==> config.mk <==
export PLATFORM = sky130hd
export DESIGN_NAME = gray_step_ctrl
export DESIGN_NICKNAME = d
export VERILOG_FILES = /design/src/rtl/gray_step_ctrl.sv
export SDC_FILE = /design/constraint.sdc
export NUM_CORES = 1
export LEC_CHECK = 0
export CORE_MARGIN = 4
export CORE_UTILIZATION = 40
export DETAILED_ROUTE_END_ITERATION = 8
export PLACE_DENSITY = 0.77
export SYNTH_ARGS = -nofsm -noshare
export SYNTH_HDL_FRONTEND = slang
export SYNTH_SLANG_ARGS = --single-unit
==> constraint.sdc <==
create_clock -name clk -period 1.97 [get_ports clk]
set_input_delay 0.591 -clock clk [delete_from_list [all_inputs] [get_ports clk]]
set_output_delay 0.591 -clock clk [all_outputs]
set_load 0.01 [all_outputs]
==> src/rtl/gray_step_ctrl.sv <==
// Step-command sequencer for the shared gray_counter: issues ena/clear, waits out the
// counter's bin->gray lag, reports the settled value and flags gray-code integrity faults.
module gray_step_ctrl #(
  parameter int N_BITS = 4,
  parameter int LEN_W  = 8
) (
  input  logic              clk,
  input  logic              nrst,
  input  logic              cmd_valid,
  output logic              cmd_ready,
  input  logic [LEN_W-1:0]  cmd_len,
  input  logic              cmd_clr,
  input  logic              cmd_loop,
  input  logic              abort,
  output logic              cnt_ena,
  output logic              cnt_clr_n,
  input  logic [N_BITS-1:0] gray_cnt,
  output logic              busy,
  output logic              done,
  output logic [N_BITS-1:0] done_gray,
  output logic [LEN_W-1:0]  steps_done,
  output logic              err
);

  typedef enum logic [2:0] {S_IDLE, S_CLEAR, S_RUN, S_SETTLE, S_DONE} state_t;

  state_t             state, state_nxt;
  logic               accept;
  logic [LEN_W-1:0]   len_rem;
  logic [LEN_W-1:0]   step_cnt;
  logic               loop_q;
  logic               settle_q;
  logic [N_BITS-1:0]  shadow;
  logic [N_BITS-1:0]  prev_gray;
  logic               prev_vld;
  logic               in_chk;
  logic               settle_last;
  logic [N_BITS-1:0]  flip;
  logic               multi_flip;
  logic               final_bad;

  always_comb begin
    state_nxt = state;
    accept    = 1'b0;
    cmd_ready = 1'b0;
    cnt_ena   = 1'b0;
    cnt_clr_n = 1'b1;
    busy      = 1'b1;
    done      = 1'b0;
    case (state)
      S_IDLE: begin
        busy      = 1'b0;
        cmd_ready = 1'b1;
        if (cmd_valid) begin
          accept = 1'b1;
          if (cmd_clr)                         state_nxt = S_CLEAR;
          else if (cmd_loop || cmd_len != '0)  state_nxt = S_RUN;
          else                                 state_nxt = S_SETTLE;
        end
      end
      S_CLEAR: begin
        cnt_clr_n = 1'b0;
        state_nxt = (loop_q || len_rem != '0) ? S_RUN : S_SETTLE;
      end
      S_RUN: begin
        // abort wins over the step: that cycle issues no ena
        if (abort) begin
          state_nxt = S_SETTLE;
        end else begin
          cnt_ena = 1'b1;
          if (!loop_q && len_rem == LEN_W'(1)) state_nxt = S_SETTLE;
        end
      end
      S_SETTLE: begin
        if (settle_q) state_nxt = S_DONE;
      end
      S_DONE: begin
        done      = 1'b1;
        state_nxt = S_IDLE;
      end
      default: begin
        busy      = 1'b0;
        state_nxt = S_IDLE;
      end
    endcase
  end

  assign in_chk      = (state == S_RUN) || (state == S_SETTLE);
  assign settle_last = (state == S_SETTLE) && settle_q;
  // more than one bit set <=> clearing the lowest set bit leaves something
  assign flip        = gray_cnt ^ prev_gray;
  assign multi_flip  = (flip & (flip - 1'b1)) != '0;
  assign final_bad   = gray_cnt != (shadow ^ (shadow >> 1));

  always_ff @(posedge clk) begin
    if (!nrst) begin
      state      <= S_IDLE;
      len_rem    <= '0;
      step_cnt   <= '0;
      loop_q     <= 1'b0;
      settle_q   <= 1'b0;
      shadow     <= '0;
      prev_gray  <= '0;
      prev_vld   <= 1'b0;
      done_gray  <= '0;
      steps_done <= '0;
      err        <= 1'b0;
    end else begin
      state <= state_nxt;
      if (accept) begin
        len_rem  <= cmd_len;
        loop_q   <= cmd_loop;
        step_cnt <= '0;
      end
      if (state == S_CLEAR) shadow <= '0;
      if (cnt_ena) begin
        shadow   <= shadow + 1'b1;
        step_cnt <= step_cnt + 1'b1;
        len_rem  <= len_rem - 1'b1;
      end
      settle_q <= (state == S_SETTLE) ? ~settle_q : 1'b0;
      if (settle_last) begin
        done_gray  <= gray_cnt;
        steps_done <= step_cnt;
      end
      // history is only trusted inside one command's RUN/SETTLE window
      prev_gray <= gray_cnt;
      prev_vld  <= in_chk;
      if ((in_chk && prev_vld && multi_flip) || (settle_last && final_bad)) err <= 1'b1;
    end
  end

endmodule

# Word level (Yosys, flattened, before mapping)
# Index checks and enable logic that the tools add are counted.
[totals] reg_bits=43 out_inout_bits=18 elab_cells=69
[classes] add_sub_neg=4 eq_ne=9 n_mux=22 bitwise=4 reduce_logical=19
[op_table] operator="8-bit two-way mux" n=4
[op_table] operator="8-bit nonzero test" n=2
[op_table] operator="3-bit two-way mux" n=4
[op_table] operator="3-bit case mux with 4 select lines" n=1
[op_table] operator="1-bit two-way mux" n=10
[op_table] operator="8-bit by 1-bit adder with 8-bit output, second input constant" n=1
[op_table] operator="8-bit by 1-bit == test with 1-bit output, second input constant" n=1
[op_table] operator="4-bit two-way mux" n=2
[op_table] operator="8-bit by 1-bit subtractor with 8-bit output, second input constant" n=1
[op_table] operator="3-bit by 2-bit == test with 1-bit output, second input constant" n=2
[op_table] operator="1-bit logical AND" n=5
[op_table] operator="4-bit by 1-bit adder with 4-bit output, second input constant" n=1
[op_table] operator="4-bit bitwise AND" n=1
[op_table] operator="1-bit logical OR" n=4
[op_table] operator="2-bit inequality test, second input constant" n=2
[op_table] operator="4-bit inequality test" n=1
[op_table] operator="2-bit nonzero test" n=2
[op_table] operator="4-bit nonzero test" n=1
[op_table] operator="4-bit OR reduction" n=1
[op_table] operator="4-bit by 1-bit subtractor with 4-bit output, second input constant" n=1
[op_table] operator="4-bit by 3-bit XOR with 4-bit output" n=1
[op_table] operator="4-bit XOR" n=1
[op_table] operator="3-bit by 1-bit == test with 1-bit output, second input constant" n=1
[op_table] operator="3-bit == test, second input constant" n=1
[op_table] operator="7 further kinds" n=7

# Longest topological paths before layout
[depth] ltp_word=6 ltp_mapped=8

# Worst setup path before layout
# No wires, ideal clock.
[synth_timing] kind="in2out" start="input abort" end="output cnt_ena" arrival_ps=1457 slack_ps=-78 cell_stages=4 path_buffers=2 path_cell_list="or4b_1 buf_2 clkinv_4 buf_2"
[synth_via] elab_chain_cells=2
[synth_lines] item="from (decl)" line="14" rtl="input logic abort,"
[synth_lines] item="1-bit two-way mux" line="67" rtl="if (abort) begin"
[synth_lines] item="1-bit two-way mux" line="50" rtl="case (state)"
[synth_lines] item="to (decl)" line="15" rtl="output logic cnt_ena,"
# Every way passes these cells.

# Worst setup path in the final report
# Ends and elaborated chain as after synthesis.

==> results.toml <==
[floorplanning]
core_area_mm2 = 0.00475
die-height_um = 78.2
fp.dieW_um = 78.2
ios = 36
floorplan.rows = 25
dieArea_mm2 = 0.00611
start_util_pct = 41.4

[clock_network]
holdBufCountCts = 0
path_clk_slew_ns = 0.07
htreeDepth = 2
cts_root_buf = "clkbuf_8"
cts_sinks = 43
cts_tree = "yes"
clock_latency_ns = 0.30
numCtsBuffers = 5
cts_max_path_buffers = 2

[grt]
antenna_found_initial = 0
grt_pass1_wl_um = 7890
grt_max_degree = 15
overflow = 0
track_usage_pct = 16.1
grt_pass1_vias = 1720

[setup_path]
worstPathMaxFanout = 2
critical_path_class = "input pin to primary output"
startpoint_type = "input pin"
required_ns = 1.38
r2r_slack_ns = 0.10
crit_arrival_ns = 1.36
end_kind = "primary output"

[logic_synthesis]
synth-edff-count = 0
synth_area_leaders = "dfxtp_1, nand2_1, a21oi_1"
synth_common_cells = "dfxtp_1, nand2_1, a21oi_1"
syn-cell-area_mm2 = 0.00197
yosysMostFrequentCell = "dfxtp_1"
async_flop_share_pct = 0
synthCells = 237
synth-seq-cells = 43
synthFlopType = "dfxtp_1"
yosys_warnings = 0
synth_largest_area_cell = "dfxtp_1"
yosysUniqueCellTypes = 42
syn-num-nets = 261
synth.avg_cell_area_um2 = 8.31
ys_seq_area_share_pct = 43.7
synth_top_area_share_pct = 43.7

[outcome]
status = "completed"

[placement]
place_congestion = 0.881
dp_hpwl_um = 3350
place_inst = 346
portBuffers = 35
place_area_mm2 = 0.00250

[routing]
wl_per_cell_um = 13.2
viasPerCell = 5.16
route.detailed.drc = 0
drtPass1Iterations = 4
first_iter_violations = 78
postRouteAntennaNets = 0
vias = 1831
wl_um = 4670

[final_layout]
nets = 311
fillers = 441
final_area_mm2 = 0.00265
fin_util_pct = 55.7
drive_gt1_share_pct = 14.2
diodes = 0
multi_input_area_mm2 = 0.00104
area_growth_pct = 34.4
seq_area_um2 = 862
final_cells = 355

[sta]
fin_setup_tns_ns = 0
hold_viol_final = 0
fin_crit_sh_pct = 99.1
rsz0062_at_grt = "true"
tightestPinTransition_ns = 0.513
max_freq_mhz = 512
setup_viol = 0
min_period_ns = 1.95
holdWs_ns = 0.456
slew_viol_final = 0
max_slew_margin_pct = 65.8
skew_ns = 0.00742

[power_and_ir_drop]
swShare_pct = 26.0
p_sw_mw = 0.534
clock_power_share_pct = 34.4
p_int_mw = 1.52
p_leak_nw = 0.990
p_comb_share_pct = 19.6
p_seq_share_pct = 46.0
peakVddDrop_mv = 0.269
power.density_mw_per_mm2 = 775

[hold_path]
hold_class = "register to register"

[run]
maxCapViolCount = 0
[power groups by stage]
stage          logic [mW]  registers (mW)  clock network (mW)
5_1_grt             0.446           0.950               0.767
3_3_place_gp        0.385           0.959                   0
6_report            0.402           0.944               0.707
3_5_place_dp        0.390           0.960                   0
2_1_floorplan       0.238           0.952                   0
4_1_cts             0.396           0.941               0.728
[cell usage in the layout (no fill, tap or decap), types with 6 or more instances in the layout]
cell | Yosys | layout
a21oi_1 | 22 | 22
buf_4 | 0 | 19
clkbuf_8 | 0 | 6
clkdlybuf4s50_1 | 0 | 29
dfxtp_1 | 43 | 42
ha_1 | 6 | 6
inv_1 | 7 | 7
nand2_1 | 40 | 40
nand3_1 | 7 | 7
nor2_1 | 21 | 20
nor3_1 | 7 | 7
o21ai_0 | 8 | 8
xnor2_1 | 7 | 7
[registers in the layout (all words and copies together), names as in the netlist]
register / flops
len_rem: 8
step_cnt: 8
steps_done: 8
done_gray: 4
prev_gray: 4
shadow: 4
state: 3
err: 1
loop_q: 1
prev_vld: 1
settle_q: 1
[logic make-up after synthesis]
group | count (synthesis) | synth area share [%]
compound gates | 53 | 16.8
xor+xnor | 12 | 5.34
fa+ha+maj | 6 | 3.81
buf+inv | 21 | 4.89
flops | 43 | 43.7
simple gates | 102 | 25.5
[worst paths after layout]
check           startpoint  cells past startpoint       endpoint
max                  abort                      4        cnt_ena
min reg2reg  steps_done[2]                      2  steps_done[2]
min          steps_done[2]                      2  steps_done[2]
max reg2reg       state[0]                      6     len_rem[7]
[repair_timing]
action | in CTS | in global routing
setup buffers | 1 | 0
hold endpoints to repair | 0 | 0
pin swaps | 3 | 1
endpoints found under the setup margin | 18 | 5
gates resized for setup | 17 | 11
cloned | 0 | 0
[critical path: stages]
cell and delay, ns:
buf_6 0.09, or4b_4 0.50, clkinv_4 0.07, buf_6 0.10
[per-layer routing]
metal  GRT usage, %  vias up  routed length (µm)
li1               -      931                   -
met1           20.6      859                2130
met2           26.2       33                2220
met3           4.47        8                 241
met4           5.59        0                  76
met5              0        -                   0
[final cells by class]
| class | count | share of cell area (%) |
|---|---|---|
| flip-flops and latches | 43 | 32.6 |
| inverters | 8 | 1.32 |
| repair buffers | 56 | 19.4 |
| clock buffers | 6 | 3.12 |
| clock inverters | 2 | 1.32 |
| well taps | 67 | 3.17 |
| multi-input cells | 173 | 39.1 |
[through the flow]
stage | total power, mW | setup WS, ns
after CTS | 2.07 | -0.161
after global placement | 1.34 | -0.795
after detailed placement | 1.35 | -0.776
final | 2.05 | 0.0169
after global routing | 2.16 | -0.0361
after floorplan | 1.19 | -0.0435
No activity file was read; power rests on OpenSTA's default activity.
